==> src/rtl/alu_mdu_exec.sv <==
// alu_mdu_exec: registered EX-stage ALU with iterative multiply/divide into HI/LO.
// Single-cycle ops answer the cycle after accept; mult/div hold off issue for
// WIDTH iterations plus one fix-up cycle before the HI/LO write.
module alu_mdu_exec #(
  parameter  int WIDTH = 32,
  localparam int SHW   = $clog2(WIDTH)
) (
  input  logic             clk,
  input  logic             reset,
  input  logic             in_valid,
  output logic             in_ready,
  input  logic [3:0]       alu_op,
  input  logic [5:0]       funct,
  input  logic [WIDTH-1:0] a,
  input  logic [WIDTH-1:0] b,
  input  logic [SHW-1:0]   shamt,
  output logic             out_valid,
  output logic [WIDTH-1:0] result,
  output logic             zero,
  output logic             illegal,
  output logic [WIDTH-1:0] hi,
  output logic [WIDTH-1:0] lo,
  output logic             busy
);
  localparam logic [WIDTH-1:0]   ONE  = WIDTH'(1);
  localparam logic [2*WIDTH-1:0] ONE2 = (2*WIDTH)'(1);
  localparam logic [WIDTH-1:0]   ALL1 = '1;
  localparam logic [SHW-1:0]     LAST = SHW'(WIDTH-1);

  typedef enum logic [1:0] {S_IDLE, S_MUL, S_DIV, S_FIN} state_e;
  typedef enum logic [4:0] {
    OP_ADD, OP_SUB, OP_AND, OP_OR, OP_XOR, OP_NOR, OP_SLT, OP_SLTU,
    OP_SLL, OP_SRL, OP_SRA, OP_MFHI, OP_MFLO,
    OP_MULT, OP_MULTU, OP_DIV, OP_DIVU, OP_ILL
  } op_e;

  function automatic logic [WIDTH-1:0] neg_w(input logic [WIDTH-1:0] x);
    return ~x + ONE;
  endfunction

  function automatic logic [2*WIDTH-1:0] neg_2w(input logic [2*WIDTH-1:0] x);
    return ~x + ONE2;
  endfunction

  state_e             state_q, state_d;
  logic [SHW-1:0]     cnt_q, cnt_d;
  logic [2*WIDTH-1:0] acc_q, acc_d;     // mul: {partial, multiplier}; div: {rem, dividend/quotient}
  logic [WIDTH-1:0]   opnd_q, opnd_d;   // multiplicand or divisor magnitude
  logic [WIDTH-1:0]   a_q, a_d;         // raw dividend, returned as HI on divide-by-zero
  logic               div_q, div_d;
  logic               neg_q, neg_d;     // negate product / quotient
  logic               rneg_q, rneg_d;   // negate remainder
  logic               dz_q, dz_d;
  logic [WIDTH-1:0]   hi_q, hi_d, lo_q, lo_d;
  logic [WIDTH-1:0]   res_q, res_d;
  logic               zero_q, zero_d, ill_q, ill_d, ov_q, ov_d;

  op_e              op;
  logic [WIDTH-1:0] sc_res;
  logic             accept, is_mul, is_div, sgn;
  logic [WIDTH-1:0] a_mag, b_mag;
  logic [WIDTH:0]   mul_sum, div_sh, div_sub;
  logic             div_ge;
  logic [WIDTH-1:0] div_rem;
  logic [2*WIDTH-1:0] mul_next, div_next, prod_fix;
  logic [WIDTH-1:0] quo_fix, rem_fix, fin_hi, fin_lo;

  // decode ALUOp, falling through to funct for R-type
  always_comb begin
    op = OP_ILL;
    case (alu_op)
      4'b0000: op = OP_ADD;
      4'b0001: op = OP_SUB;
      4'b0011: op = OP_AND;
      4'b0100: op = OP_OR;
      4'b0101: op = OP_XOR;
      4'b0110: op = OP_SLT;
      4'b0010: begin
        case (funct)
          6'b100000: op = OP_ADD;
          6'b100010: op = OP_SUB;
          6'b100100: op = OP_AND;
          6'b100101: op = OP_OR;
          6'b100110: op = OP_XOR;
          6'b100111: op = OP_NOR;
          6'b101010: op = OP_SLT;
          6'b101011: op = OP_SLTU;
          6'b000000: op = OP_SLL;
          6'b000010: op = OP_SRL;
          6'b000011: op = OP_SRA;
          6'b010000: op = OP_MFHI;
          6'b010010: op = OP_MFLO;
          6'b011000: op = OP_MULT;
          6'b011001: op = OP_MULTU;
          6'b011010: op = OP_DIV;
          6'b011011: op = OP_DIVU;
          default:   op = OP_ILL;
        endcase
      end
      default: op = OP_ILL;
    endcase
  end

  // single-cycle result; illegal ops yield zero
  always_comb begin
    sc_res = '0;
    case (op)
      OP_ADD:  sc_res = a + b;
      OP_SUB:  sc_res = a - b;
      OP_AND:  sc_res = a & b;
      OP_OR:   sc_res = a | b;
      OP_XOR:  sc_res = a ^ b;
      OP_NOR:  sc_res = ~(a | b);
      OP_SLT:  sc_res = {{(WIDTH-1){1'b0}}, $signed(a) < $signed(b)};
      OP_SLTU: sc_res = {{(WIDTH-1){1'b0}}, a < b};
      OP_SLL:  sc_res = b << shamt;
      OP_SRL:  sc_res = b >> shamt;
      OP_SRA:  sc_res = $unsigned($signed(b) >>> shamt);
      OP_MFHI: sc_res = hi_q;
      OP_MFLO: sc_res = lo_q;
      default: sc_res = '0;
    endcase
  end

  assign accept = in_valid && in_ready;
  assign is_mul = (op == OP_MULT) || (op == OP_MULTU);
  assign is_div = (op == OP_DIV) || (op == OP_DIVU);
  assign sgn    = (op == OP_MULT) || (op == OP_DIV);
  assign a_mag  = (sgn && a[WIDTH-1]) ? neg_w(a) : a;
  assign b_mag  = (sgn && b[WIDTH-1]) ? neg_w(b) : b;

  // one shift-add step: add multiplicand on LSB, shift the pair right
  assign mul_sum  = {1'b0, acc_q[2*WIDTH-1:WIDTH]} + (acc_q[0] ? {1'b0, opnd_q} : {(WIDTH+1){1'b0}});
  assign mul_next = {mul_sum, acc_q[WIDTH-1:1]};

  // one restoring step: shift next dividend bit into remainder, trial subtract
  assign div_sh   = acc_q[2*WIDTH-1:WIDTH-1];
  assign div_ge   = div_sh >= {1'b0, opnd_q};
  assign div_sub  = div_sh - {1'b0, opnd_q};
  assign div_rem  = div_ge ? div_sub[WIDTH-1:0] : div_sh[WIDTH-1:0];
  assign div_next = {div_rem, acc_q[WIDTH-2:0], div_ge};

  // sign fix-up; a zero divisor bypasses it so HI returns the raw dividend
  assign prod_fix = neg_q  ? neg_2w(acc_q) : acc_q;
  assign quo_fix  = neg_q  ? neg_w(acc_q[WIDTH-1:0]) : acc_q[WIDTH-1:0];
  assign rem_fix  = rneg_q ? neg_w(acc_q[2*WIDTH-1:WIDTH]) : acc_q[2*WIDTH-1:WIDTH];
  assign fin_hi   = div_q ? (dz_q ? a_q  : rem_fix) : prod_fix[2*WIDTH-1:WIDTH];
  assign fin_lo   = div_q ? (dz_q ? ALL1 : quo_fix) : prod_fix[WIDTH-1:0];

  // next state and datapath: issue, iterate, fix-up
  always_comb begin
    state_d = state_q;
    cnt_d   = cnt_q;
    acc_d   = acc_q;
    opnd_d  = opnd_q;
    a_d     = a_q;
    div_d   = div_q;
    neg_d   = neg_q;
    rneg_d  = rneg_q;
    dz_d    = dz_q;
    hi_d    = hi_q;
    lo_d    = lo_q;
    res_d   = res_q;
    zero_d  = zero_q;
    ill_d   = ill_q;
    ov_d    = 1'b0;
    case (state_q)
      S_IDLE: begin
        if (accept) begin
          if (is_mul || is_div) begin
            state_d = is_mul ? S_MUL : S_DIV;
            cnt_d   = '0;
            acc_d   = {{WIDTH{1'b0}}, is_mul ? b_mag : a_mag};
            opnd_d  = is_mul ? a_mag : b_mag;
            a_d     = a;
            div_d   = is_div;
            neg_d   = sgn && (a[WIDTH-1] ^ b[WIDTH-1]);
            rneg_d  = sgn && a[WIDTH-1];
            dz_d    = (b == '0);
          end else begin
            ov_d   = 1'b1;
            res_d  = sc_res;
            zero_d = (sc_res == '0);
            ill_d  = (op == OP_ILL);
          end
        end
      end
      S_MUL, S_DIV: begin
        acc_d = (state_q == S_MUL) ? mul_next : div_next;
        cnt_d = cnt_q + 1'b1;
        if (cnt_q == LAST) begin
          state_d = S_FIN;
          cnt_d   = '0;
        end
      end
      S_FIN: begin
        hi_d    = fin_hi;
        lo_d    = fin_lo;
        ov_d    = 1'b1;
        res_d   = fin_lo;
        zero_d  = (fin_lo == '0);
        ill_d   = 1'b0;
        state_d = S_IDLE;
      end
      default: state_d = S_IDLE;
    endcase
  end

  // FSM state register
  always_ff @(posedge clk) begin
    if (reset) state_q <= S_IDLE;
    else       state_q <= state_d;
  end

  // datapath and output registers; reset aborts any in-flight op
  always_ff @(posedge clk) begin
    if (reset) begin
      cnt_q  <= '0;
      acc_q  <= '0;
      opnd_q <= '0;
      a_q    <= '0;
      div_q  <= 1'b0;
      neg_q  <= 1'b0;
      rneg_q <= 1'b0;
      dz_q   <= 1'b0;
      hi_q   <= '0;
      lo_q   <= '0;
      res_q  <= '0;
      zero_q <= 1'b0;
      ill_q  <= 1'b0;
      ov_q   <= 1'b0;
    end else begin
      cnt_q  <= cnt_d;
      acc_q  <= acc_d;
      opnd_q <= opnd_d;
      a_q    <= a_d;
      div_q  <= div_d;
      neg_q  <= neg_d;
      rneg_q <= rneg_d;
      dz_q   <= dz_d;
      hi_q   <= hi_d;
      lo_q   <= lo_d;
      res_q  <= res_d;
      zero_q <= zero_d;
      ill_q  <= ill_d;
      ov_q   <= ov_d;
    end
  end

  assign in_ready  = (state_q == S_IDLE);
  assign busy      = (state_q != S_IDLE);
  assign out_valid = ov_q;
  assign result    = res_q;
  assign zero      = zero_q;
  assign illegal   = ill_q;
  assign hi        = hi_q;
  assign lo        = lo_q;
endmodule

==> config.mk <==
export PLATFORM = sky130hd
export DESIGN_NAME = alu_mdu_exec
export DESIGN_NICKNAME = d
export VERILOG_FILES = /design/src/rtl/alu_mdu_exec.sv
export SDC_FILE = /design/constraint.sdc
export NUM_CORES = 2
export LEC_CHECK = 0
export CAP_MARGIN = 40
export CELL_PAD_IN_SITES_DETAIL_PLACEMENT = 2
export CELL_PAD_IN_SITES_GLOBAL_PLACEMENT = 2
export CORE_UTILIZATION = 32
export CTS_CLUSTER_DIAMETER = 60
export CTS_CLUSTER_SIZE = 14
export DETAILED_ROUTE_END_ITERATION = 12
export GPL_TIMING_DRIVEN = 0
export MAX_ROUTING_LAYER = met4
export PLACE_DENSITY_LB_ADDON = 0.1
export SKIP_CTS_REPAIR_TIMING = 1
export SLEW_MARGIN = 20
export SYNTH_ARGS = -nofsm -noshare
export SYNTH_HDL_FRONTEND = slang
export SYNTH_SLANG_ARGS = --single-unit
==> constraint.sdc <==
create_clock -name clk -period 4.5 [get_ports clk]
set_input_delay 0.9 -clock clk [delete_from_list [all_inputs] [get_ports clk]]
set_output_delay 0.9 -clock clk [all_outputs]
set_load 0.005 [all_outputs]
==> results.json <==
{
  "setup_viol": 37,
  "io_pins": 183,
  "cts-root-buf": "clkbuf_16",
  "start_util_pct": 32.3,
  "synthToLayoutAreaGrowth_pct": 28.0,
  "grt_pass1_wl_um": 287000,
  "fmax_mhz": 209,
  "fillCellCount": 10200,
  "outcome": "finished, violations left",
  "ff2ff_path_depth": 15,
  "grt_start_max_net_pins": 15,
  "layout_setup_ws_ns": -0.292,
  "synth-edff-count": 0,
  "holdPathStages": 2,
  "track_usage_pct": 46.5,
  "cp_max_fo": 10,
  "final_common_cell": "nand2_1",
  "cp.required_ns": 5.03,
  "synth_cell_types": 101,
  "grt_pass1_vias": 36000,
  "viasPerCell": 6.65,
  "wl_per_cell_um": 38.6,
  "finalWirelength_um": 214000,
  "port_buffers": 175,
  "grt-ovfl-total": 0,
  "drive_gt1_share_pct": 18.7,
  "syn_avg_cell_area_sq_um": 7.19,
  "core-area_sq_um": 88200,
  "worst_setup_path_end_kind": "flip-flop",
  "gp_congestion": 1.09,
  "layout_common_cells": "nand2_1, nor2_1, a21oi_1",
  "cap_violations": 0,
  "finalCriticalPeriod_ns": 4.79,
  "fin_crit_sh_pct": 106,
  "ir_drop_mv": 1.46,
  "clkSinkCount": 238,
  "h-tree-depth": 2,
  "dieArea_sq_um": 90200,
  "r2r_slack_ns": -0.25,
  "cp-start-kind": "input port",
  "p_leak_uw": 0.0139,
  "cts_tree": "done",
  "cts_buffers": 37,
  "ys_seq_elements": 238,
  "ys_seq_area_share_pct": 16.7,
  "path_class": "in2reg",
  "hp-class": "reg2reg",
  "drc": 6,
  "synth_ff_type": "dfxtp_1",
  "syn_inst": 3958,
  "slew_headroom_pct": 33.7,
  "fin_util_pct": 41.3,
  "syn_area_sq_um": 28500,
  "cts_buffer_depth": 3,
  "antenna_found_initial": 7,
  "hold_violations": 0,
  "arrival_ns": 5.32,
  "power.density_nw_per_um2": 535,
  "timing.hold.ws_ns": 0.457,
  "yosysWarnings": 0,
  "dp_hpwl_um": 174000,
  "drt_iter0_drc": 3627,
  "async_reset_ff_share_pct": 0,
  "synth_nets": 4219,
  "failed_checks": "DRC, setup timing",
  "fin_worst_skew_ns": 0.0510,
  "tightest_slew_ns": 0.995,
  "ant_nets": 0,
  "rsz0062_at_grt": "true",
  "clock_latency_ns": 0.61,
  "clkTransAtPathRegs_ns": 0.06,
  "via_count": 36800,
  "die_y_um": 300,
  "dr.pass1.iters": 10,
  "nNetsFinal": 4592,
  "finalMaxSlewViolations": 0,
  "chipWidth_um": 300,
  "rows": 109
}
[critical path, cell delays in order]
cell and delay, ns:
clkdlybuf4s50_1 0.75, clkbuf_1 0.53, clkbuf_1 0.55, clkbuf_2 0.44
a2111oi_0 0.12, buf_1 0.19, a2111oi_1 0.44, o2111ai_1 0.56
nor4bb_1 0.40, and3_1 0.25, a41o_1 0.17
[cell usage after synthesis (20+ instances only)]
cell type / count / area [sq um]
o41ai_1: 22 / 193
buf_1: 21 / 78.8
nor2_1: 447 / 1680
mux2i_1: 72 / 721
clkbuf_1: 281 / 1050
a221oi_1: 20 / 175
nor2b_1: 20 / 125
a21oi_1: 305 / 1530
or3_1: 30 / 188
nand4_1: 46 / 288
mux4_2: 63 / 1420
o31ai_1: 45 / 338
or2_2: 21 / 131
o211ai_1: 107 / 803
dfxtp_1: 238 / 4760
xnor2_1: 149 / 1310
o21a_1: 23 / 173
inv_1: 165 / 619
nand3_1: 71 / 355
o21ai_0: 212 / 1060
a21o_1: 55 / 413
and3_1: 28 / 175
a211oi_1: 142 / 1070
nand2b_1: 27 / 169
nand2_1: 471 / 1770
o221ai_1: 23 / 201
a22oi_1: 30 / 225
a31oi_1: 28 / 175
nor3_1: 107 / 536
mux2_2: 51 / 574
nor4_1: 39 / 244
ha_1: 175 / 2190
xor2_1: 68 / 596
[per-layer routing]
| metal | up-vias | wire length, um | track usage (%) |
|---|---|---|---|
| li1 | 15300 | - | - |
| met1 | 18700 | 83400 | 56.7 |
| met2 | 2142 | 91800 | 69.1 |
| met3 | 643 | 20100 | 9.29 |
| met4 | 0 | 18300 | 31.0 |
| met5 | - | 0 | - |
[through the flow]
stage / setup TNS, ns / worst slack, ns / area [sq um] / cells / total power (uW)
floorplan: 0 / 0.0917 / 28500 / 3958 / 9060
global placement: -406.87 / -3.18 / 31700 / 5298 / 12800
detailed placement: -290.77 / -2.87 / 32500 / 5378 / 14100
CTS: -195.87 / -2.33 / 33900 / 5445 / 17500
global route: -4.66 / -0.327 / 36400 / 5527 / 20000
finish: -2.35 / -0.292 / 36400 / 5530 / 19500
[sequential cells by signal (all words and copies together), names as in the netlist, 2 cells and up]
register  count
opnd_q       32
acc_q        64
hi           32
result       32
lo           32
a_q          32
state_q       2
cnt_q         5
[kinds of logic after synthesis]
| kind of cell | count (synthesis) | synth area share [%] |
|---|---|---|
| AO/OA/AOI/OAI | 1244 | 29.6 |
| flip-flops | 238 | 16.7 |
| XOR/XNOR | 217 | 6.68 |
| AND/OR/NAND/NOR | 1388 | 22.2 |
| adder cells (fa/ha/maj) | 179 | 7.97 |
| multiplexers | 186 | 9.53 |
| buffers and inverters | 506 | 7.27 |
[final timing paths]
kind,from,to
worst max-delay path,shamt[4],zero$_SDFFE_PP0P_
worst min-delay path,opnd_q[20]$_SDFFE_PP0P_,opnd_q[20]$_SDFFE_PP0P_
worst max register to register,acc_q[33]$_SDFFE_PP0P_,hi[30]$_SDFFE_PP0P_
worst min register to register,opnd_q[20]$_SDFFE_PP0P_,opnd_q[20]$_SDFFE_PP0P_
[power by group]
group          internal [uW]  switching, uW  total, uW
logic                   4760           8580      13300
registers               2370            467       2840
clock network           1970           1350       3320
[cell type report]
class / count / area, sq um / share of cell area, %
clock inverter: 28 / 422 / 1.16
inverter: 168 / 684 / 1.88
clock buffer: 39 / 965 / 2.65
buffer: 325 / 1730 / 4.74
antenna: 6 / 15.0 / 0.0412
tap: 1165 / 1460 / 4.00
multi-input combinational: 3214 / 23200 / 63.8
timing repair buffer: 347 / 3160 / 8.67
sequential: 238 / 4780 / 13.1
(Power assumes the default switching activity.)
